<file path="src/rtl/sdram_arb_pkg.sv">
// rtl/sdram_arb_pkg.sv - shared types and constants for the SDRAM port arbiter
package sdram_arb_pkg;

    typedef enum logic {ARB_IDLE, ARB_BUSY} arb_state_t;

    localparam int SDRAM_DW = 16;
    localparam int SDRAM_WM = 2;

    // Round-robin pointer successor over ports 1..n-1; port 0 never enters the rotation.
    function automatic int rr_next(input int g, input int n);
        return (g >= n - 1) ? 1 : g + 1;
    endfunction

endpackage

</file>
<file path="src/rtl/sdram_bus.sv">
// rtl/sdram_bus.sv - toggle req/ack bus between the arbiter and the SDRAM controller
interface sdram_bus
    import sdram_arb_pkg::*;
#(
    parameter int ADDR_BITS = 22
);
    logic                  req;
    logic                  ack;
    logic                  we;
    logic [ADDR_BITS-1:0]  address;
    logic [SDRAM_DW-1:0]   data_write;
    logic [SDRAM_WM-1:0]   wm;
    logic [SDRAM_DW-1:0]   data_read;

    modport controller (
        output req, we, address, data_write, wm,
        input  ack, data_read
    );

    modport device (
        input  req, we, address, data_write, wm,
        output ack, data_read
    );
endinterface

</file>
<file path="src/rtl/sdram_arb_rr.sv">
// rtl/sdram_arb_rr.sv - cyclic first-one picker over ports 1..NUM_PORTS-1 starting at ptr
module sdram_arb_rr #(
    parameter int  NUM_PORTS = 3,
    localparam int IW        = $clog2(NUM_PORTS)
) (
    input  logic [NUM_PORTS-1:1] pend,
    input  logic [IW-1:0]        ptr,
    output logic [IW-1:0]        idx,
    output logic                 valid
);

    always_comb begin
        int p;
        valid = 1'b0;
        idx   = '0;
        p     = 0;
        for (int k = 0; k < NUM_PORTS - 1; k++) begin
            p = int'(ptr) + k;
            if (p > NUM_PORTS - 1) p = p - (NUM_PORTS - 1);
            if (!valid && pend[p]) begin
                valid = 1'b1;
                idx   = IW'(p);
            end
        end
    end

endmodule

</file>
<file path="src/rtl/sdram_arbiter.sv">
// rtl/sdram_arbiter.sv - shares one SDRAM controller port among NUM_PORTS toggle-handshake clients
module sdram_arbiter
    import sdram_arb_pkg::*;
#(
    parameter int  NUM_PORTS = 3,
    parameter int  ADDR_BITS = 22,
    localparam int GW        = $clog2(NUM_PORTS)
) (
    input  logic                            clk,
    input  logic                            reset_n,
    input  logic [NUM_PORTS-1:0]            c_req,
    output logic [NUM_PORTS-1:0]            c_ack,
    input  logic [NUM_PORTS-1:0]            c_we,
    input  logic [NUM_PORTS*ADDR_BITS-1:0]  c_addr,
    input  logic [NUM_PORTS*SDRAM_DW-1:0]   c_wdata,
    input  logic [NUM_PORTS*SDRAM_WM-1:0]   c_wm,
    output logic [NUM_PORTS*SDRAM_DW-1:0]   c_rdata,
    sdram_bus.controller                    ram,
    output logic                            busy,
    output logic [GW-1:0]                   grant
);

    arb_state_t            state;
    logic                  req_q;
    logic                  we_q;
    logic [ADDR_BITS-1:0]  addr_q;
    logic [SDRAM_DW-1:0]   wdata_q;
    logic [SDRAM_WM-1:0]   wm_q;
    logic [GW-1:0]         rr_ptr;
    logic [GW-1:0]         rr_idx;
    logic                  rr_valid;
    logic [NUM_PORTS-1:0]  pend;
    logic [GW-1:0]         sel;
    logic                  any_pend;
    logic                  sel_we;
    logic [ADDR_BITS-1:0]  sel_addr;
    logic [SDRAM_DW-1:0]   sel_wdata;
    logic [SDRAM_WM-1:0]   sel_wm;

    assign pend = c_req ^ c_ack;

    sdram_arb_rr #(.NUM_PORTS(NUM_PORTS)) u_rr (
        .pend  (pend[NUM_PORTS-1:1]),
        .ptr   (rr_ptr),
        .idx   (rr_idx),
        .valid (rr_valid)
    );

    // Port 0 (PPU) overrides the rotation unconditionally.
    assign sel      = pend[0] ? '0 : rr_idx;
    assign any_pend = pend[0] | rr_valid;

    always_comb begin
        sel_we    = 1'b0;
        sel_addr  = '0;
        sel_wdata = '0;
        sel_wm    = '0;
        for (int i = 0; i < NUM_PORTS; i++) begin
            if (GW'(i) == sel) begin
                sel_we    = c_we[i];
                sel_addr  = c_addr[i*ADDR_BITS +: ADDR_BITS];
                sel_wdata = c_wdata[i*SDRAM_DW +: SDRAM_DW];
                sel_wm    = c_wm[i*SDRAM_WM +: SDRAM_WM];
            end
        end
    end

    assign ram.req        = req_q;
    assign ram.we         = we_q;
    assign ram.address    = addr_q;
    assign ram.data_write = wdata_q;
    assign ram.wm         = wm_q;

    always_ff @(posedge clk or negedge reset_n) begin
        if (!reset_n) begin
            state   <= ARB_IDLE;
            req_q   <= 1'b0;
            we_q    <= 1'b0;
            addr_q  <= '0;
            wdata_q <= '0;
            wm_q    <= '1;
            c_ack   <= '0;
            c_rdata <= '0;
            rr_ptr  <= GW'(1);
            grant   <= '0;
            busy    <= 1'b0;
        end else begin
            case (state)
                ARB_IDLE: begin
                    if (any_pend) begin
                        we_q    <= sel_we;
                        addr_q  <= sel_addr;
                        wdata_q <= sel_wdata;
                        wm_q    <= sel_wm;
                        req_q   <= ~req_q;
                        grant   <= sel;
                        busy    <= 1'b1;
                        state   <= ARB_BUSY;
                        if (sel != '0) rr_ptr <= GW'(rr_next(int'(sel), NUM_PORTS));
                    end
                end
                ARB_BUSY: begin
                    // The completion edge never grants, leaving one idle cycle between transactions.
                    if (ram.ack == req_q) begin
                        for (int i = 0; i < NUM_PORTS; i++) begin
                            if (GW'(i) == grant) begin
                                if (!we_q) c_rdata[i*SDRAM_DW +: SDRAM_DW] <= ram.data_read;
                                c_ack[i] <= ~c_ack[i];
                            end
                        end
                        busy  <= 1'b0;
                        state <= ARB_IDLE;
                    end
                end
                default: state <= ARB_IDLE;
            endcase
        end
    end

endmodule

</file>
<file path="src/flat_wrapper.sv">
// flat-port wrapper written by rule: the top's interface ports become plain ports
module sdram_arbiter_flat import sdram_arb_pkg::*;
#(
    parameter int  NUM_PORTS = 3,
    parameter int  ADDR_BITS = 22,
    localparam int GW        = $clog2(NUM_PORTS)
)
  (clk, reset_n, c_req, c_ack, c_we, c_addr, c_wdata, c_wm, c_rdata, busy, grant, ram_req, ram_we, ram_address, ram_data_write, ram_wm, ram_ack, ram_data_read);
  sdram_bus #(.ADDR_BITS(ADDR_BITS)) ram_i ();
  input  logic clk;
  input  logic reset_n;
  input  logic [NUM_PORTS-1:0] c_req;
  output logic [NUM_PORTS-1:0] c_ack;
  input  logic [NUM_PORTS-1:0] c_we;
  input  logic [NUM_PORTS*ADDR_BITS-1:0] c_addr;
  input  logic [NUM_PORTS*SDRAM_DW-1:0] c_wdata;
  input  logic [NUM_PORTS*SDRAM_WM-1:0] c_wm;
  output logic [NUM_PORTS*SDRAM_DW-1:0] c_rdata;
  output logic busy;
  output logic [GW-1:0] grant;
  output wire logic [$bits(ram_i.req)-1:0] ram_req;
  output wire logic [$bits(ram_i.we)-1:0] ram_we;
  output wire logic [$bits(ram_i.address)-1:0] ram_address;
  output wire logic [$bits(ram_i.data_write)-1:0] ram_data_write;
  output wire logic [$bits(ram_i.wm)-1:0] ram_wm;
  input wire logic [$bits(ram_i.ack)-1:0] ram_ack;
  input wire logic [$bits(ram_i.data_read)-1:0] ram_data_read;
  assign ram_req = ram_i.req;
  assign ram_we = ram_i.we;
  assign ram_address = ram_i.address;
  assign ram_data_write = ram_i.data_write;
  assign ram_wm = ram_i.wm;
  assign ram_i.ack = ram_ack;
  assign ram_i.data_read = ram_data_read;
  sdram_arbiter #(.NUM_PORTS(NUM_PORTS), .ADDR_BITS(ADDR_BITS)) u_core (.clk(clk), .reset_n(reset_n), .c_req(c_req), .c_ack(c_ack), .c_we(c_we), .c_addr(c_addr), .c_wdata(c_wdata), .c_wm(c_wm), .c_rdata(c_rdata), .ram(ram_i), .busy(busy), .grant(grant));
endmodule
</file>
<file path="config.mk">
export PLATFORM = sky130hd
export DESIGN_NAME = sdram_arbiter_flat
export DESIGN_NICKNAME = d
export VERILOG_FILES = /design/src/rtl/sdram_arb_pkg.sv /design/src/rtl/sdram_bus.sv /design/src/rtl/sdram_arb_rr.sv /design/src/rtl/sdram_arbiter.sv /design/src/flat_wrapper.sv
export SDC_FILE = /design/constraint.sdc
export NUM_CORES = 1
export LEC_CHECK = 0
export CORE_ASPECT_RATIO = 1.5
export CORE_UTILIZATION = 25
export CTS_CLUSTER_SIZE = 25
export DETAILED_ROUTE_END_ITERATION = 16
export GPL_ROUTABILITY_DRIVEN = 0
export PLACE_DENSITY = 0.66
export SLEW_MARGIN = 40
export SYNTH_ARGS = -nofsm -noshare
export SYNTH_HDL_FRONTEND = slang
export SYNTH_SLANG_ARGS = --single-unit
</file>
<file path="constraint.sdc">
create_clock -name clk -period 2 [get_ports clk]
set_input_delay 0.6 -clock clk [delete_from_list [all_inputs] [get_ports clk]]
set_output_delay 0.6 -clock clk [all_outputs]
set_load 0.01 [all_outputs]
</file>
# --- Word-level counts from Yosys, hierarchy flattened ---
# Index checks and enable logic that the tools add are counted.
# W data, S select, Z words.
word_totals:
  regBits: 99
  inputBits: 145
  output_inout_bits: 96
  wordCells: 85
classes:
  add_sub_neg: 4
  magnitude_cmp: 5
  eq_ne: 7
  mux: 32
  bitwise_logic: 8
  reduce_logical: 14
op_table:
  columns: ["operator", "count"]
  rows:
  - ["$mux W22", 3]
  - ["$lt A32 B4 Y1 const B", 2]
  - ["$mux W32", 2]
  - ["$mux W16", 3]
  - ["$mux W2", 7]
  - ["$mux W1", 13]
  - ["$reduce_and A3 Y1", 4]
  - ["$reduce_and A4 Y1", 3]
  - ["$not A1 Y1", 6]
  - ["$bmux W1 S2", 2]
  - ["$eq A1 B2 Y1 const A", 2]
  - ["$eq A2 B2 Y1 const A", 2]
  - ["$logic_not A2 Y1", 2]
  - ["$pmux W1 S2", 2]
  - ["$reduce_and A2 Y1", 2]
  - ["$sub A3 B2 Y4 const B", 1]
  - ["$add A2 B1 Y3 const B", 1]
  - ["$gt A3 B2 Y1 const B", 1]
  - ["$sub A2 B2 Y3 const B", 1]
  - ["$xor A3 B3 Y3", 1]
  - ["$add A2 B1 Y2 const B", 1]
  - ["$ge A2 B2 Y1 const B", 1]
  - ["$gt A2 B2 Y1 const B", 1]
  - ["$ne A2 B1 Y1 const B", 1]
  - ["other kinds (6)", 6]

# --- Depth between registers and ports, before layout ---
# Gate-level depths: netlist of the first run.
depth:
  ltp_word: 14
  mapped_depth: 7
  depth_no_buf: 5

# --- Cells and area by module ---
# A second synthesis of the first run with hierarchy kept.
unflattened:
  cells_unflattened: 378
  area_unflattened_um2: 4508.1
modules_own_cells:
  columns: ["mod", "instances", "cells_per_inst", "area_per_inst_um2", "seq_area_each_um2"]
  rows:
  - ["sdram_arbiter", 1, 373, 4480.5, 2481.1]
  - ["sdram_arb_rr", 1, 5, 27.5, 0.0]

# --- Least setup slack after synthesis of the first run ---
# No wires, ideal clock.
synth_timing:
  kind: "input-to-reg"
  from: "input ram_ack"
  to: "register u_core.c_rdata[42]"
  setup_ns: 0.125
  t_arrival_ns: 1.826
  t_required_ns: 1.875
  setup_slack_ns: 0.049
  path_stages: 5
  path_buffers: 1
  path_cell_list: "xnor2_2 nand2_2 nor4b_4 buf_4 mux2_2"
synth_between:
  elab_chain_len: 2
synth_rtl:
  columns: ["element", "line", "source"]
  rows:
  - ["start, declared", "flat_wrapper.sv:26", "input wire logic [$bits(ram_i.ack)-1:0] ram_ack;"]
  - ["$eq A1 B1 Y1", "sdram_arbiter.sv:104", "if (ram.ack == req_q) begin"]
  - ["$reduce_and A4 Y1 (no source line)", null, null]
  - ["end signal, assigned by index", "sdram_arbiter.sv:107", "if (!we_q) c_rdata[i*SDRAM_DW +: SDRAM_DW] <= ram.data_read;"]
  - ["end, declared", "sdram_arbiter.sv:17", "output logic [NUM_PORTS*SDRAM_DW-1:0] c_rdata,"]
# No other way between the ends.
# A chain may end at the register's enable or synchronous reset.

# --- Worst setup path after layout of the first run ---
layout_timing:
  from: "register u_core.req_q (netlist: u_core.ram.req)"
  to: "output ram_req"
layout_lines:
  columns: ["element", "line", "source"]
  rows:
  - ["start, declared", "sdram_arbiter.sv:24", "logic req_q;"]
  - ["start signal, assigned", "sdram_arbiter.sv:95", "req_q <= ~req_q;"]
  - ["end, declared", "flat_wrapper.sv:21", "output wire logic [$bits(ram_i.req)-1:0] ram_req;"]
# No word-level cell between the ends.

==> results of run 1 <==
## worst min-delay path by stage
stage	end	slack (ns)	cells past startpoint
floorplan	u_core.busy	0.30	0
detailed placement	u_core.c_rdata[34]	0.42	1
global route	u_core.c_rdata[34]	0.03	1
finish	u_core.c_rdata[34]	0.05	1
global placement	u_core.c_rdata[34]	0.41	1
CTS	u_core.c_rdata[34]	0.04	1
## layout by cell type, fill, tap and decap left out, types with 2 or more instances in the layout
master,n
clkdlybuf4s50_1,232
a21oi_1,101
dfrtp_1,93
nand2_1,48
mux2_2,39
nor2_1,32
o21ai_1,31
buf_4,28
nor2b_1,17
buf_12,16
a211oi_1,10
clkbuf_16,10
mux2_1,9
a211oi_2,6
xnor2_1,5
dlygate4sd2_1,5
xor2_2,3
o21ai_0,3
dfrtp_2,3
dfstp_2,3
a21o_4,2
a21o_1,2
a211oi_4,2
inv_6,2
bufbuf_16,2
## registers in the layout, summed over array words and instances (netlist names)
signal / flops
u_core.state: 1
u_core.ram.data_write: 16
u_core.rr_ptr: 2
u_core.ram.address: 22
u_core.ram.wm: 2
u_core.c_ack: 3
u_core.c_rdata: 48
u_core.ram.req: 1
u_core.busy: 1
u_core.grant: 2
u_core.ram.we: 1
## what timing repair did
item | in CTS | in global routing
hold endpoints to repair | 0 | 0
resized for setup | 13 | 8
pin swaps | 3 | 7
setup buffers | 4 | 5
endpoints found under the setup margin | 47 | 30
gates cloned | 2 | 1
## layout make-up
type	count	area (um^2)	share of cell area
clock buffer	10	239	0.0291
clock inverter	6	71.3	0.00869
inverter	1	3.75	0.000457
multi-input combinational	323	2080	0.253
sequential	99	2480	0.303
tap	252	315	0.0384
timing repair buffer	287	3020	0.367
## metal layers
metal,vias to the layer above,GRT usage
met4,0,0.0762
met5,-,0
li1,2118,-
met3,33,0.0288
met2,137,0.311
met1,2170,0.185
## power breakdown
group | switching [mW] | internal, mW
registers | 0.562 | 3.04
logic | 3.69 | 4.29
clock network | 0.818 | 1.02
## through the flow
stage | cells | utilization
4_1_cts | 972 | 0.440
3_3_place_gp | 950 | 0.417
3_5_place_dp | 950 | 0.417
5_1_grt | 978 | 0.444
6_report | 978 | 0.444
2_1_floorplan | 454 | -
## kinds of logic (layout without fill, tap and decap cells)
| logic type | Yosys count | count (layout) | synth area share |
|---|---|---|---|
| simple gates | 102 | 102 | 0.0964 |
| buf+inv | 32 | 304 | 0.0420 |
| compound gates | 163 | 163 | 0.197 |
| mux | 48 | 48 | 0.115 |
| flops | 99 | 99 | 0.527 |
| xor+xnor | 10 | 10 | 0.0234 |
==> reports/qor.txt, run 1 <==
hpwl dp -> 11900 um
Arr. time, crit path -> 1.35 ns
leading cell type by number of instances after synthesis -> a21oi_1
# nets final -> 866
Area contributors post-synth -> dfrtp_1 (51%), a21oi_1 (11%), mux2_2 (9.3%)
r2r worst-path depth -> 6
CP max stage delay -> 0.60 ns
clock tree from TritonCTS -> yes
most used flip-flop cell after synthesis -> dfrtp_1
r2r setup slk -> 0.18 ns
CP Class -> register to primary output
Min-Delay Path Class -> input port to async pin
post-synth cell types -> 34
htree depth -> 3
GRT overflow -> 0
CP max-delay cell -> clkdlybuf4s50_1
final worst path period share -> 0.977
FMAX -> 0.512 GHz
#FFs+latches synth -> 99
top post-synthesis cells by count -> a21oi_1 (101), dfrtp_1 (96), nand2_1 (48)
drt total wl -> 16400 um
unrepaired setup endpoints after global routing -> no
share of cells above drive strength 1 -> 0.176
Power Density -> 1640 nW/um^2
syn avg cell area -> 10.4 um^2
Finished Cell Area -> 8210 um^2
Buf+Inv Stages, Crit Path -> 1
Via-to-Cell Ratio -> 4.56
Worst Setup EP -> ram_req
Detail Route Antenna Nets -> 0
asr flop ratio synth -> 1.00
slew margin rel. -> 0.734
Clock Latency Late Sink -> 0.35 ns
max-slew violations -> 0
Layout area overhead -> 74.3%
number of synthesized flops with an enable pin -> 0
hold buffer count at cts -> 0
mapped cell area -> 4710 um^2
DRC -> 0
vias in the first global route -> 4539
Pre-Repair DR Iteration Count -> 4
maximum clock path buffer count -> 2
crit start category -> register
DIE HEIGHT -> 170 um
Die X-Extent -> 114 um
die area -> 19400 um^2
total vias in the final route -> 4458
clk sinks -> 99
io pins -> 241
ANT cells -> 0
initial antenna violation count -> 0
Crit Path Max Fanout -> 3
final setup fails -> 0
Synth top area share -> 0.510
Max VDD drop -> 569 uV
mean routed wirelength per cell -> 16.8 um
Worst-Margin Slew -> 0.399 ns
area of the core -> 18500 um^2
Top Metal Used -> met4
status -> completed
crit path time final -> 1.95 ns
static leakage -> 3.38 nW
CP Cell Sequence -> clkdlybuf4s50_1
CTS Buf Count -> 9
WL met1 -> 6320 um
largest net degree at the start of global routing -> 35
DP Worst Slack -> -0.423 ns
Root Buffer -> clkbuf_16
Crit path required time -> 1.40 ns
Post-Syn Nets -> 599
Initial Utilization -> 0.255
setup TNS -> 0 ns
Crit path max-delay family -> buffers and inverters
met2 WL -> 8960 um
number of cells on the critical path -> 1
total track usage -> 0.168
met3 routed WL -> 581 um
R2R Path End -> u_core.c_rdata[43]
Yosys warnings -> 0
first-iteration detailed-routing DRC count -> 197
crit end category -> primary output
Reg-to-Reg Start -> u_core.ram.req
clk_skew -> 0.0133 ns
final hold slack -> 0.0477 ns
Setup crit start -> u_core.ram.req
synthesized instance count -> 454
port bufs -> 240
Reg clk slew, reported paths -> 0.07 ns
sequential share of the synthesized area -> 0.527
Row Count -> 61
fill count -> 1777
post-layout worst setup margin -> 0.0463 ns
max-cap violations -> 0
first-pass GRT wire length -> 24800 um
Post-DP Area -> 7700 um^2
area leader, netlist -> dfrtp_1
Pwr Total -> 13.4 mW
count of final hold-check violations -> 0
Power figures use the tool's default switching activity.
==> inputs of run 2 (changes only) <==
- ABC_CLOCK_PERIOD_IN_PS: unset -> 2000
- REMOVE_ABC_BUFFERS: unset -> 1
==> run 2 against run 1 <==
Net effect:
- clock skew fell by 0.00096 ns
- largest power group unchanged
- sequential cell count unchanged
- critical endpoint is now ram_we
- global-route usage fell by 0.77 points
- first-iteration DRC count is 4.6% higher
- cell area shrank 0.52%
- cell count down 0.61%
- sequential power hardly changed
- hold slack better by 0.10 ns
- combinational power shrank 2%
- sequential share of layout area is 0.17 points higher
==> reports/qor.txt, run 2 (synthesis gave the netlist of run 1 again) <==
static leakage -> 3.35 nW
Layout area overhead -> 73.4%
hold buffer count at cts -> 0
area of the core -> 18500 um^2
Clock Latency Late Sink -> 0.35 ns
leading cell types in the layout, fill and taps excluded -> clkdlybuf4s50_1 (230), a21oi_1 (101), dfrtp_1 (92), nand2_1 (48), mux2_2 (39)
mean routed wirelength per cell -> 16.0 um
fill count -> 1798
hpwl dp -> 11200 um
Pwr Total -> 13.1 mW
Die X-Extent -> 114 um
clock network power share -> 0.130
largest net degree at the start of global routing -> 48
CP Class -> register to primary output
Worst-Margin Slew -> 0.374 ns
Crit path required time -> 1.40 ns
Reg clk slew, reported paths -> 0.07 ns
Net Sw Power -> 5.03 mW
Post-DP Area -> 7660 um^2
Detail Route Antenna Nets -> 0
Initial Utilization -> 0.255
Largest Register -> u_core.c_rdata
Root Buffer -> clkbuf_16
initial antenna violation count -> 1
max-slew violations -> 0
final worst path period share -> 0.971
Pre-Repair DR Iteration Count -> 4
Crit Path Max Fanout -> 4
DIE HEIGHT -> 170 um
crit path time final -> 1.94 ns
DRC -> 0
htree depth -> 3
Arr. time, crit path -> 1.34 ns
Sw Ratio -> 0.383
CP max stage delay -> 0.58 ns
total track usage -> 0.161
Gate power share -> 0.597
die area -> 19400 um^2
vias in the first global route -> 4279
most common cell after layout, fill and taps aside -> clkdlybuf4s50_1
io pins -> 241
GRT overflow -> 0
FMAX -> 0.515 GHz
Via-to-Cell Ratio -> 4.54
first-iteration detailed-routing DRC count -> 206
Finished Cell Area -> 8170 um^2
# nets final -> 860
maximum clock path buffer count -> 2
slew margin rel. -> 0.749
count of final hold-check violations -> 0
final setup fails -> 0
Max VDD drop -> 721 uV
Min-Delay Path Class -> input port to async pin
crit end category -> primary output
clk sinks -> 99
max reg flops -> 48
Crit path max-delay family -> buffers and inverters
total vias in the final route -> 4416
first-pass GRT wire length -> 23700 um
drt total wl -> 15600 um
DP Worst Slack -> -0.620 ns
sequential share of power -> 0.273
Power Density -> 1610 nW/um^2
Row Count -> 61
crit start category -> register
CP Cell Sequence -> clkdlybuf4s50_1
port bufs -> 240
post-layout worst setup margin -> 0.0571 ns
clk_skew -> 0.0124 ns
share of cells above drive strength 1 -> 0.171
status -> completed
CTS Buf Count -> 9
clock tree from TritonCTS -> yes
CP max-delay cell -> clkdlybuf4s50_1
Internal -> 8.09 mW
max-cap violations -> 0
unrepaired setup endpoints after global routing -> no
Buf+Inv Stages, Crit Path -> 1
-- run 2: power groups by stage --
| stage | Clock, mW | Sequential, mW | Combinational [mW] |
|---|---|---|---|
| 2_1_floorplan | 0 | 4.10 | 2.86 |
| 3_3_place_gp | 0 | 3.59 | 7.42 |
| 3_5_place_dp | 0 | 3.62 | 7.52 |
| 4_1_cts | 1.77 | 3.60 | 7.83 |
| 5_1_grt | 1.86 | 3.72 | 8.47 |
| 6_report | 1.70 | 3.59 | 7.83 |
-- run 2: worst paths after layout --
path | from | end | slack (ns) | depth (start not counted)
min in group clk | u_core.c_rdata[43] | u_core.c_rdata[43] | 0.48 | 1
worst min register to register | u_core.c_rdata[43] | u_core.c_rdata[43] | 0.48 | 1
worst max register to register | u_core.ram.req | u_core.c_rdata[33] | 0.19 | 6
max in group asynchronous | reset_n | u_core.ram.data_write[7] | 1.29 | 2
worst min-delay path | reset_n | u_core.c_rdata[27] | 0.15 | 1
worst max-delay path | u_core.ram.we | ram_we | 0.06 | 1
-- run 2: stage by stage --
step | instances | hold slack, ns | utilization | setup TNS (ns)
2_1_floorplan | 423 | 0.304 | - | -23.04
3_3_place_gp | 944 | 0.466 | 0.415 | -31.95
3_5_place_dp | 944 | 0.466 | 0.415 | -34.16
4_1_cts | 964 | 0.144 | 0.436 | 0
5_1_grt | 972 | 0.151 | 0.442 | 0
6_report | 972 | 0.148 | 0.442 | 0
-- run 2: cell type report --
type | instances | area (um^2) | share of cell area
Antenna cell | 1 | 2.50 | 0.000306
Clock buffer | 9 | 225 | 0.0276
Clock inverter | 6 | 57.6 | 0.00705
Inverter | 1 | 3.75 | 0.000460
Multi-Input combinational cell | 323 | 2100 | 0.257
Sequential cell | 99 | 2490 | 0.304
Tap cell | 252 | 315 | 0.0386
Timing Repair Buffer | 281 | 2980 | 0.365
-- run 2: layer usage --
layer	global-route usage	vias up	part of all wire
li1	-	2113	-
met1	0.191	2127	0.39
met2	0.281	160	0.54
met3	0.0345	16	0.053
met4	0.0593	0	0.018
met5	0	-	0
-- run 2: repair_timing --
item                                    4_1_cts  5_1_grt
pin swaps                                     3        3
gates cloned                                  2        1
resized for setup                            16        7
setup buffers                                 3        6
endpoints found under the setup margin       50       39
